File: src/rtl/spi_master_xfer_arb.sv
`default_nettype none
// ============================================================================
// Module      : spi_master_xfer_arb
// Description : Round-robin arbiter sharing one SPI master core between two
//               transfer requesters, with a watchdog abort that soft-resets
//               the core. Optional macro SPI_ARB_LOCK_EN adds req_lock
//               (sticky re-grant of the last requester).
// Revision    : 1.0 - initial release
// ============================================================================
module spi_master_xfer_arb #(
    parameter int TIMEOUT_W = 16,
    parameter int TIMEOUT   = 16'hFFFF,
    parameter int IDLE_BIT  = 0
) (
    input  logic        HCLK,
    input  logic        HRESET,
    input  logic [1:0]  req_valid,
    output logic [1:0]  req_ready,
    input  logic [1:0]  req_wr,
    input  logic [63:0] req_cmd,
    input  logic [11:0] req_cmd_len,
    input  logic [63:0] req_addr,
    input  logic [11:0] req_addr_len,
    input  logic [31:0] req_data_len,
    input  logic [7:0]  req_cs,
`ifdef SPI_ARB_LOCK_EN
    input  logic [1:0]  req_lock,
`endif
    input  logic [63:0] req_tx_data,
    input  logic [1:0]  req_tx_valid,
    output logic [1:0]  req_tx_ready,
    output logic [31:0] req_rx_data,
    output logic [1:0]  req_rx_valid,
    input  logic [1:0]  req_rx_ready,
    output logic [1:0]  req_done,
    output logic [1:0]  req_err,
    input  logic [31:0] spi_status,
    output logic [31:0] spi_cmd,
    output logic [5:0]  spi_cmd_len,
    output logic [31:0] spi_addr,
    output logic [5:0]  spi_addr_len,
    output logic [15:0] spi_data_len,
    output logic [3:0]  spi_csreg,
    output logic        spi_rd,
    output logic        spi_wr,
    output logic        spi_swrst,
    output logic [31:0] spi_data_tx,
    output logic        spi_data_tx_valid,
    input  logic        spi_data_tx_ready,
    input  logic [31:0] spi_data_rx,
    input  logic        spi_data_rx_valid,
    output logic        spi_data_rx_ready
);

    typedef enum logic [2:0] {
        S_IDLE      = 3'd0,
        S_LOAD      = 3'd1,
        S_START     = 3'd2,
        S_WAIT_BUSY = 3'd3,
        S_RUN       = 3'd4,
        S_ABORT     = 3'd5,
        S_DONE      = 3'd6
    } state_t;

    localparam logic [TIMEOUT_W-1:0] c_WDOG_LIMIT = TIMEOUT_W'(TIMEOUT - 1);
    localparam logic [TIMEOUT_W-1:0] c_WDOG_ONE   = TIMEOUT_W'(1);
    localparam logic [TIMEOUT_W-1:0] c_WDOG_MAX   = '1;

    state_t                 r_state;
    logic                   r_last_grant;
    logic                   r_g;
    logic                   r_wr;
    logic [31:0]            r_cmd;
    logic [31:0]            r_addr;
    logic [5:0]             r_cmd_len;
    logic [5:0]             r_addr_len;
    logic [15:0]            r_data_len;
    logic [3:0]             r_cs;
    logic [1:0]             r_wait_cnt;
    logic [TIMEOUT_W-1:0]   r_wdog;
    logic [1:0]             r_done;
    logic [1:0]             r_err;
`ifdef SPI_ARB_LOCK_EN
    logic                   r_lock;
`endif

    logic w_grant;
    logic w_take;
    logic w_run;
    logic w_hs;
    logic w_core_idle;
    logic w_unused_status;

    // Prefer the requester that did not win last time; fall back to whoever is valid.
    always_comb begin
        w_grant = ~r_last_grant;
        if (!req_valid[~r_last_grant])
            w_grant = r_last_grant;
`ifdef SPI_ARB_LOCK_EN
        if (r_lock && req_valid[r_g])
            w_grant = r_g;
`endif
    end

    assign w_take      = (r_state == S_IDLE) && (|req_valid) && !HRESET;
    assign req_ready   = w_take ? (2'b01 << w_grant) : 2'b00;
    assign w_run       = (r_state == S_RUN);
    assign w_core_idle = spi_status[IDLE_BIT];
    assign w_unused_status = ^spi_status;

    // Data paths are only live while the granted transfer is running.
    assign spi_data_tx       = w_run ? (r_g ? req_tx_data[63:32] : req_tx_data[31:0]) : 32'd0;
    assign spi_data_tx_valid = w_run && req_tx_valid[r_g];
    assign req_tx_ready      = (w_run && spi_data_tx_ready) ? (2'b01 << r_g) : 2'b00;
    assign req_rx_data       = w_run ? spi_data_rx : 32'd0;
    assign req_rx_valid      = (w_run && spi_data_rx_valid) ? (2'b01 << r_g) : 2'b00;
    assign spi_data_rx_ready = w_run && req_rx_ready[r_g];
    assign w_hs = (spi_data_tx_valid && spi_data_tx_ready) ||
                  (spi_data_rx_valid && spi_data_rx_ready);

    assign req_done = r_done;
    assign req_err  = r_err;

    always_ff @(posedge HCLK) begin
        if (HRESET) begin
            r_state      <= S_IDLE;
            r_last_grant <= 1'b1;
            r_g          <= 1'b0;
            r_wr         <= 1'b0;
            r_cmd        <= '0;
            r_addr       <= '0;
            r_cmd_len    <= '0;
            r_addr_len   <= '0;
            r_data_len   <= '0;
            r_cs         <= '0;
            r_wait_cnt   <= '0;
            r_wdog       <= '0;
            r_done       <= '0;
            r_err        <= '0;
            spi_cmd      <= '0;
            spi_cmd_len  <= '0;
            spi_addr     <= '0;
            spi_addr_len <= '0;
            spi_data_len <= '0;
            spi_csreg    <= '0;
            spi_rd       <= 1'b0;
            spi_wr       <= 1'b0;
            spi_swrst    <= 1'b0;
`ifdef SPI_ARB_LOCK_EN
            r_lock       <= 1'b0;
`endif
        end else begin
            spi_rd    <= 1'b0;
            spi_wr    <= 1'b0;
            spi_swrst <= 1'b0;
            r_done    <= 2'b00;
            r_err     <= 2'b00;
            case (r_state)
                S_IDLE: begin
`ifdef SPI_ARB_LOCK_EN
                    r_lock <= 1'b0;
`endif
                    if (w_take) begin
                        r_g        <= w_grant;
                        r_wr       <= req_wr[w_grant];
                        r_cmd      <= w_grant ? req_cmd[63:32]      : req_cmd[31:0];
                        r_cmd_len  <= w_grant ? req_cmd_len[11:6]   : req_cmd_len[5:0];
                        r_addr     <= w_grant ? req_addr[63:32]     : req_addr[31:0];
                        r_addr_len <= w_grant ? req_addr_len[11:6]  : req_addr_len[5:0];
                        r_data_len <= w_grant ? req_data_len[31:16] : req_data_len[15:0];
                        r_cs       <= w_grant ? req_cs[7:4]         : req_cs[3:0];
                        r_state    <= S_LOAD;
                    end
                end
                S_LOAD: begin
                    spi_cmd      <= r_cmd;
                    spi_cmd_len  <= r_cmd_len;
                    spi_addr     <= r_addr;
                    spi_addr_len <= r_addr_len;
                    spi_data_len <= r_data_len;
                    spi_csreg    <= r_cs;
                    r_last_grant <= r_g;
                    // Start pulse is registered so it lines up with the START state.
                    spi_wr       <= r_wr;
                    spi_rd       <= !r_wr;
                    r_state      <= S_START;
                end
                S_START: begin
                    r_wait_cnt <= '0;
                    r_state    <= S_WAIT_BUSY;
                end
                S_WAIT_BUSY: begin
                    r_wdog <= '0;
                    if (!w_core_idle) begin
                        r_state <= S_RUN;
                    end else if (r_wait_cnt == 2'd3) begin
                        r_done  <= 2'b01 << r_g;
                        r_state <= S_DONE;
                    end else begin
                        r_wait_cnt <= r_wait_cnt + 2'd1;
                    end
                end
                S_RUN: begin
                    if (w_hs)
                        r_wdog <= '0;
                    else if (r_wdog != c_WDOG_MAX)
                        r_wdog <= r_wdog + c_WDOG_ONE;
                    if (w_core_idle) begin
                        r_done  <= 2'b01 << r_g;
                        r_state <= S_DONE;
                    end else if (r_wdog == c_WDOG_LIMIT) begin
                        spi_swrst <= 1'b1;
                        r_state   <= S_ABORT;
                    end
                end
                S_ABORT: begin
                    r_done  <= 2'b01 << r_g;
                    r_err   <= 2'b01 << r_g;
                    r_state <= S_DONE;
                end
                S_DONE: begin
`ifdef SPI_ARB_LOCK_EN
                    r_lock <= req_lock[r_g];
`endif
                    r_state <= S_IDLE;
                end
                default: r_state <= S_IDLE;
            endcase
        end
    end

endmodule
`default_nettype wire

File: config.mk
export PLATFORM = sky130hd
export DESIGN_NAME = spi_master_xfer_arb
export DESIGN_NICKNAME = d
export VERILOG_FILES = /design/src/rtl/spi_master_xfer_arb.sv
export SDC_FILE = /design/constraint.sdc
export NUM_CORES = 1
export LEC_CHECK = 0
export CAP_MARGIN = 10
export CORE_AREA = 2 2 195 197
export CTS_CLUSTER_DIAMETER = 120
export DETAILED_ROUTE_END_ITERATION = 10
export DIE_AREA = 0 0 197 199
export DONT_BUFFER_PORTS = 1
export PLACE_DENSITY = 0.52
export SLEW_MARGIN = 0
export SYNTH_ARGS = -nofsm -noshare
export SYNTH_HDL_FRONTEND = slang
export SYNTH_SLANG_ARGS = --single-unit
File: constraint.sdc
create_clock -name HCLK -period 5.1 [get_ports HCLK]
set_clock_uncertainty 0.05 [all_clocks]
set_input_delay 1.02 -clock HCLK [delete_from_list [all_inputs] [get_ports HCLK]]
set_output_delay 1.02 -clock HCLK [all_outputs]
set_load 0.02 [all_outputs]
==> impl_metrics.csv, run 1 <==
group,metric,value,unit
clocking,ctsHoldBuffers,0,
synth,synth_enable_flop_cells,0,
power_and_ir_drop,peakVddDrop,0.000239,V
job,drv_cap,0,
clocking,cts_tree,"built",
critical_path,r2r-end,"r_wdog[9]",
detailed_routing,dr.pass1.iters,5,
power_and_ir_drop,p_leak,3.90,nW
synth,netlist_area,9800,um^2
power_and_ir_drop,clock_power_share,0.403,
grt,grt_pass1_wl,46100,um
sta,min_period_over_period,0.722,
clocking,clock-root-buffer,"clkbuf_16",
detailed_routing,viasPerCell,5.02,
power_and_ir_drop,p_int,0.00326,W
detailed_routing,dr.first_iter.drc_count,401,
final_layout,instances_no_fill,1595,
critical_path,r2r_slack,2.13,ns
sta,worst_pin_slew,1.22,ns
place,dpl.hpwl,22200,um
synth,yosysTopAreaCellShare,0.455,
place,io_buffer_count,0,
critical_path,critical_path_class,"flop to primary output",
floorplanning,ios,507,
worst_hold_path,hp-start,"r_cmd[19]",
floorplanning,num_rows,71,
floorplanning,die_h,199,um
sta,fin_crit,3.68,ns
synth,synth_top_area_cell,"dfxtp_1",
grt,grtUsageTotal,0.153,
sta,rsz0062_at_grt,"false",
power_and_ir_drop,power_density,422,nW/um^2
detailed_routing,num_vias,8007,
power_and_ir_drop,p_sw,0.00135,W
grt,grt_antenna_before_repair,5,
clocking,post-cts-setup-buffer-count,0,
floorplanning,die_area,39200,um^2
place,place_inst,1542,
worst_hold_path,hold_path.class,"flop to flop",
synth,synth-warning-count,0,
critical_path,path_max_fanout,25,
clocking,cts_resized,0,
status,status,"completed",
synth,synth.avg_cell_area,8.47,um^2
power_and_ir_drop,combinationalPowerShare,0.144,
floorplanning,die_w,197,um
place,gp_congestion,0.849,
sta,setup_viol,0,
clocking,numCtsBuffers,27,
critical_path,arrival,2.61,ns
sta,maxSlewHeadroom,0.189,
sta,drv_slew,0,
detailed_routing,detail_route.wirelength,31900,um
floorplanning,initial_core_util,0.264,
clocking,cts_buffer_depth,3,
worst_hold_path,min_to,"spi_cmd[19]",
critical_path,end_kind,"primary output",
clocking,ctsHtreeMaxLevel,1,
sta,max_freq,272,MHz
critical_path,worstSetupStartpointType,"flop",
synth,synthTopCellsByArea,"dfxtp_1 (46%), mux2i_1 (13%), nand2_1 (8.2%)",
synth,yosysMostFrequentCell,"dfxtp_1",
sta,timing.final.ws_setup,1.42,ns
final_layout,layout-drive-gt1-share,0.0556,
critical_path,rr_startpoint,"r_g",
synth,ys_ff_latch,223,
detailed_routing,ant_nets,0,
synth,syn-instance-count,1158,
sta,hold_viol,0,
synth,syn_nets,1493,
critical_path,r2r_cells,4,
synth,ys.flop_type,"dfxtp_1",
synth,synth.distinct_cells,51,
clocking,clk_latency,0.54,ns
clocking,cts.clk_slew.worst_paths,0.06,ns
synth,synth_commonest_cells,"dfxtp_1 (223), nand2_1 (213), nor2_1 (149), mux2i_1 (129), a21oi_1 (110)",
detailed_routing,drc,0,
critical_path,required,4.03,ns
place,dp_slack,1.86,ns
grt,grt_max_degree,226,
synth,async_reset_ff_frac,0,
worst_hold_path,worstHoldPathCells,2,
final_layout,nets,1432,
final_layout,syn2layout_area_growth,11.6,%
synth,yosysSeqAreaShare,0.455,
floorplanning,core_area,37100,um^2
grt,grt_overflow,0,
power_and_ir_drop,seqPwrFrac,0.453,
power_and_ir_drop,p_sw_frac,0.293,
sta,fin_tns_setup,0,ns
clocking,cts_sinks,223,
grt,first_global_vias,7477,
detailed_routing,wl_per_cell,20.0,um
[flip-flops by register name (all words and copies together), names as in the netlist, 3 cells and up]
name	cells
r_addr	32
spi_cmd_len	6
spi_csreg	4
r_wdog	16
spi_cmd	32
spi_data_len	16
spi_addr_len	6
r_cs	4
r_cmd	32
r_state	3
spi_addr	32
r_data_len	16
r_cmd_len	6
r_addr_len	6
[metal layers]
| layer | track usage | wire [um] | share of wire |
|---|---|---|---|
| met1 | 0.178 | 12600 | 0.40 |
| met2 | 0.269 | 15800 | 0.49 |
| met3 | 0.0334 | 2230 | 0.070 |
| met4 | 0.0705 | 1290 | 0.040 |
| met5 | 0 | 0 | 0 |
[metrics by stage]
stage | area (um^2) | util | power (W) | hold WS (ns)
after global placement | 10100 | 0.271 | 0.00280 | 0.381
after detailed placement | 10100 | 0.271 | 0.00281 | 0.387
after floorplan | 9800 | - | 0.00265 | 0.367
after global routing | 10900 | 0.295 | 0.00487 | 0.411
final | 10900 | 0.295 | 0.00462 | 0.397
after CTS | 10900 | 0.294 | 0.00471 | 0.395
[critical path: stages, from the launching register on]
cell and delay [ns]:
dfxtp_1 0.49, or3b_1 0.71, buf_4 0.33, nor2_1 0.54
[layout make-up]
| cell class | instances | area, um^2 |
|---|---|---|
| diodes | 5 | 12.5 |
| clock buffers | 38 | 767 |
| clock inverters | 10 | 88.8 |
| fillers | 3995 | 26200 |
| inverters | 4 | 15.0 |
| multi-input cells | 833 | 4930 |
| flip-flops and latches | 223 | 4470 |
| well taps | 474 | 593 |
| repair buffers | 8 | 72.6 |
[worst max-delay path by stage]
stage,start,end,slack (ns),cells after the start
4_1_cts,r_state[0],spi_data_tx[11],1.43,3
3_5_place_dp,req_valid[1],req_ready[1],1.86,3
3_3_place_gp,req_valid[1],req_ready[1],1.88,3
5_1_grt,r_state[0],spi_data_tx[0],1.35,3
6_report,r_state[0],spi_data_tx[11],1.42,3
2_1_floorplan,req_valid[1],req_ready[0],1.73,4
[cell usage in the layout (no fill, tap or decap), drive strengths merged, types with 4 or more instances in the layout]
master,n
clkinv,5
nor3b,5
a311oi,5
clkbuf,38
mux2i,129
a211oi,99
and3,5
nor2,149
nand4,8
o21ai,12
nand2,213
inv,7
a31oi,7
nor3,6
diode,5
buf,8
a21oi,110
or4,4
nor2b,4
dfxtp,223
and2,38
[power groups by stage]
| stage | clock network [W] | logic [W] | registers [W] |
|---|---|---|---|
| global route | 0.00201 | 0.000746 | 0.00212 |
| detailed placement | 0 | 0.000678 | 0.00213 |
| finish | 0.00186 | 0.000663 | 0.00209 |
| CTS | 0.00193 | 0.000679 | 0.00210 |
| floorplan | 0 | 0.000573 | 0.00207 |
| global placement | 0 | 0.000668 | 0.00213 |
[cells by family after synthesis]
| group | count (synthesis) | share of synthesized area |
|---|---|---|
| compound gates | 250 | 0.164 |
| fa+ha+maj | 3 | 0.00383 |
| buf+inv | 102 | 0.0448 |
| flops | 223 | 0.455 |
| mux | 132 | 0.136 |
| simple gates | 448 | 0.197 |
(Power assumes the default switching activity.)
==> inputs of run 2 (changes only) <==
Settings changed: CORE_AREA 2 2 195 197 to 2 2 198 200, DIE_AREA 0 0 197 199 to 0 0 200 202, PLACE_DENSITY 0.52 to 0.51.
Clock period 5.1 ns to 3.6 ns, I/O delays scaled along.
==> impl_metrics.csv, run 2 (synthesis results as in run 1) <==
group,metric,value,unit
clocking,cts_buffer_depth,3,
final_layout,instances_no_fill,1645,
final_layout,syn2layout_area_growth,13.3,%
worst_hold_path,hold_path.class,"input port to flop",
grt,grt_pass1_wl,46900,um
clocking,cts_sinks,223,
critical_path,crit_chain,"buf_4 > mux2i_1 > nor2_1",
final_layout,final_cell_mix,"dfxtp_1 (222), nand2_1 (212), nor2_1 (149)",
critical_path,worstSetupStartpointType,"flop",
final_layout,fillers,4117,
floorplanning,die_h,202,um
critical_path,cpMaxStageDelayCell,"mux2i_1",
sta,min_period_over_period,0.918,
grt,grt_max_degree,226,
sta,fin_crit,3.30,ns
floorplanning,core_area,38300,um^2
clocking,cts.clk_slew.worst_paths,0.06,ns
clocking,clk_latency,0.54,ns
critical_path,crit_family,"multiplexers",
final_layout,nets,1438,
clocking,cts_resized,0,
clocking,ctsHoldBuffers,0,
detailed_routing,dr.first_iter.drc_count,348,
power_and_ir_drop,peakVddDrop,0.000369,V
floorplanning,die_w,200,um
floorplanning,initial_core_util,0.256,
critical_path,r2r_cells,4,
clocking,ctsHtreeMaxLevel,1,
critical_path,end_kind,"primary output",
sta,maxSlewHeadroom,0.440,
sta,worst_pin_slew,0.840,ns
grt,grt_antenna_before_repair,7,
worst_hold_path,min_to,"spi_cmd[25]",
sta,drv_slew,0,
detailed_routing,drc,0,
power_and_ir_drop,power_density,597,nW/um^2
place,gp_congestion,0.801,
critical_path,required,2.83,ns
place,io_buffer_count,0,
detailed_routing,detail_route.wirelength,32600,um
critical_path,path_max_fanout,35,
sta,max_freq,303,MHz
critical_path,r2r-end,"r_wdog[4]",
worst_hold_path,worstHoldPathCells,1,
critical_path,critical_path_class,"flop to primary output",
detailed_routing,wl_per_cell,19.8,um
critical_path,rr_startpoint,"r_state[2]",
sta,rsz0062_at_grt,"false",
clocking,numCtsBuffers,27,
critical_path,worstPathBufferInverterCount,1,
worst_hold_path,hp-start,"HRESET",
status,status,"completed",
sta,hold_viol,0,
critical_path,slowest_delay,0.73,ns
place,place_inst,1592,
detailed_routing,num_vias,8041,
clocking,clock-root-buffer,"clkbuf_16",
job,drv_cap,0,
power_and_ir_drop,p_leak,3.95,nW
critical_path,arrival,2.53,ns
sta,fin_tns_setup,0,ns
detailed_routing,ant_nets,0,
floorplanning,num_rows,72,
final_layout,regArea,4470,um^2
critical_path,r2r_slack,0.90,ns
grt,grt_overflow,0,
detailed_routing,viasPerCell,4.89,
grt,first_global_vias,7583,
final_layout,layout-drive-gt1-share,0.0598,
detailed_routing,dr.pass1.iters,4,
place,dpl.hpwl,21900,um
final_layout,multi_input_comb_area,4930,um^2
floorplanning,die_area,40400,um^2
clocking,cts_tree,"built",
sta,setup_viol,0,
final_layout,final_common_cell,"dfxtp_1",
grt,grtUsageTotal,0.152,
floorplanning,ios,507,
clocking,post-cts-setup-buffer-count,0,
==> run 2: cell types whose count changed in the layout (fill, tap and decap cells not counted), sizes merged <==
cell      before  now
buf            8   14
inv            7    5
diode          5    6
clkinvlp       1    0
bufinv         1    2
clkbuf        38   39
==> run 2: per-stage QoR <==
step | worst slack, ns | total power (W) | instance area, um^2 | util | hold slack [ns]
after floorplan | 0.833 | 0.00375 | 9800 | - | 0.367
after global placement | 0.893 | 0.00398 | 10200 | 0.267 | 0.385
after detailed placement | 0.880 | 0.00400 | 10200 | 0.267 | 0.390
after CTS | 0.287 | 0.00676 | 11100 | 0.290 | 0.190
after global routing | 0.189 | 0.00700 | 11100 | 0.290 | 0.189
final | 0.296 | 0.00663 | 11100 | 0.290 | 0.218
==> run 2: how the worst max path moves through the flow <==
stage / from / end / slack (ns) / cells after the start
6_report: r_g / spi_data_tx[7] / 0.30 / 3
3_3_place_gp: req_valid[1] / req_ready[0] / 0.89 / 3
3_5_place_dp: req_valid[1] / req_ready[0] / 0.88 / 3
4_1_cts: r_state[2] / spi_data_tx[24] / 0.29 / 3
2_1_floorplan: req_valid[1] / req_ready[0] / 0.83 / 4
5_1_grt: r_state[2] / spi_data_tx[24] / 0.19 / 3
==> run 2: cell type report <==
cell class	instances	share of cell area
Sequential cell	223	0.402
Clock buffer	39	0.0703
Multi-Input combinational cell	833	0.444
Inverter	4	0.00135
Timing Repair Buffer	14	0.0140
Clock inverter	8	0.00845
Tap cell	518	0.0584
Antenna cell	6	0.00135
==> run 2: where the power goes <==
| group | switching [W] | total (W) | leakage (nW) | internal (W) |
|---|---|---|---|---|
| Combinational | 0.000627 | 0.000994 | 1.69 | 0.000368 |
| Clock | 0.00106 | 0.00270 | 0.435 | 0.00163 |
| Sequential | 0.000228 | 0.00294 | 1.83 | 0.00271 |
==> run 2: worst reg2reg max path, stage by stage (launching register included) <==
cell and delay, ns:
dfxtp_1 0.52, or3b_1 0.73, a221oi_4 0.78, o21ai_0 0.21, a311oi_1 0.31
==> run 2: layer usage <==
metal,part of all wire,GRT usage,vias up
met5,0.00034,0,-
met4,0.037,0.0757,2
met3,0.10,0.0567,52
met2,0.48,0.253,341
met1,0.38,0.168,3724
li1,-,-,3922
==> inputs of run 3 (changes only) <==
Settings changed: CAP_MARGIN 10 to not set.
==> results of run 3 <==
The final DEF is identical to that of run 2; final timing and power are the same.
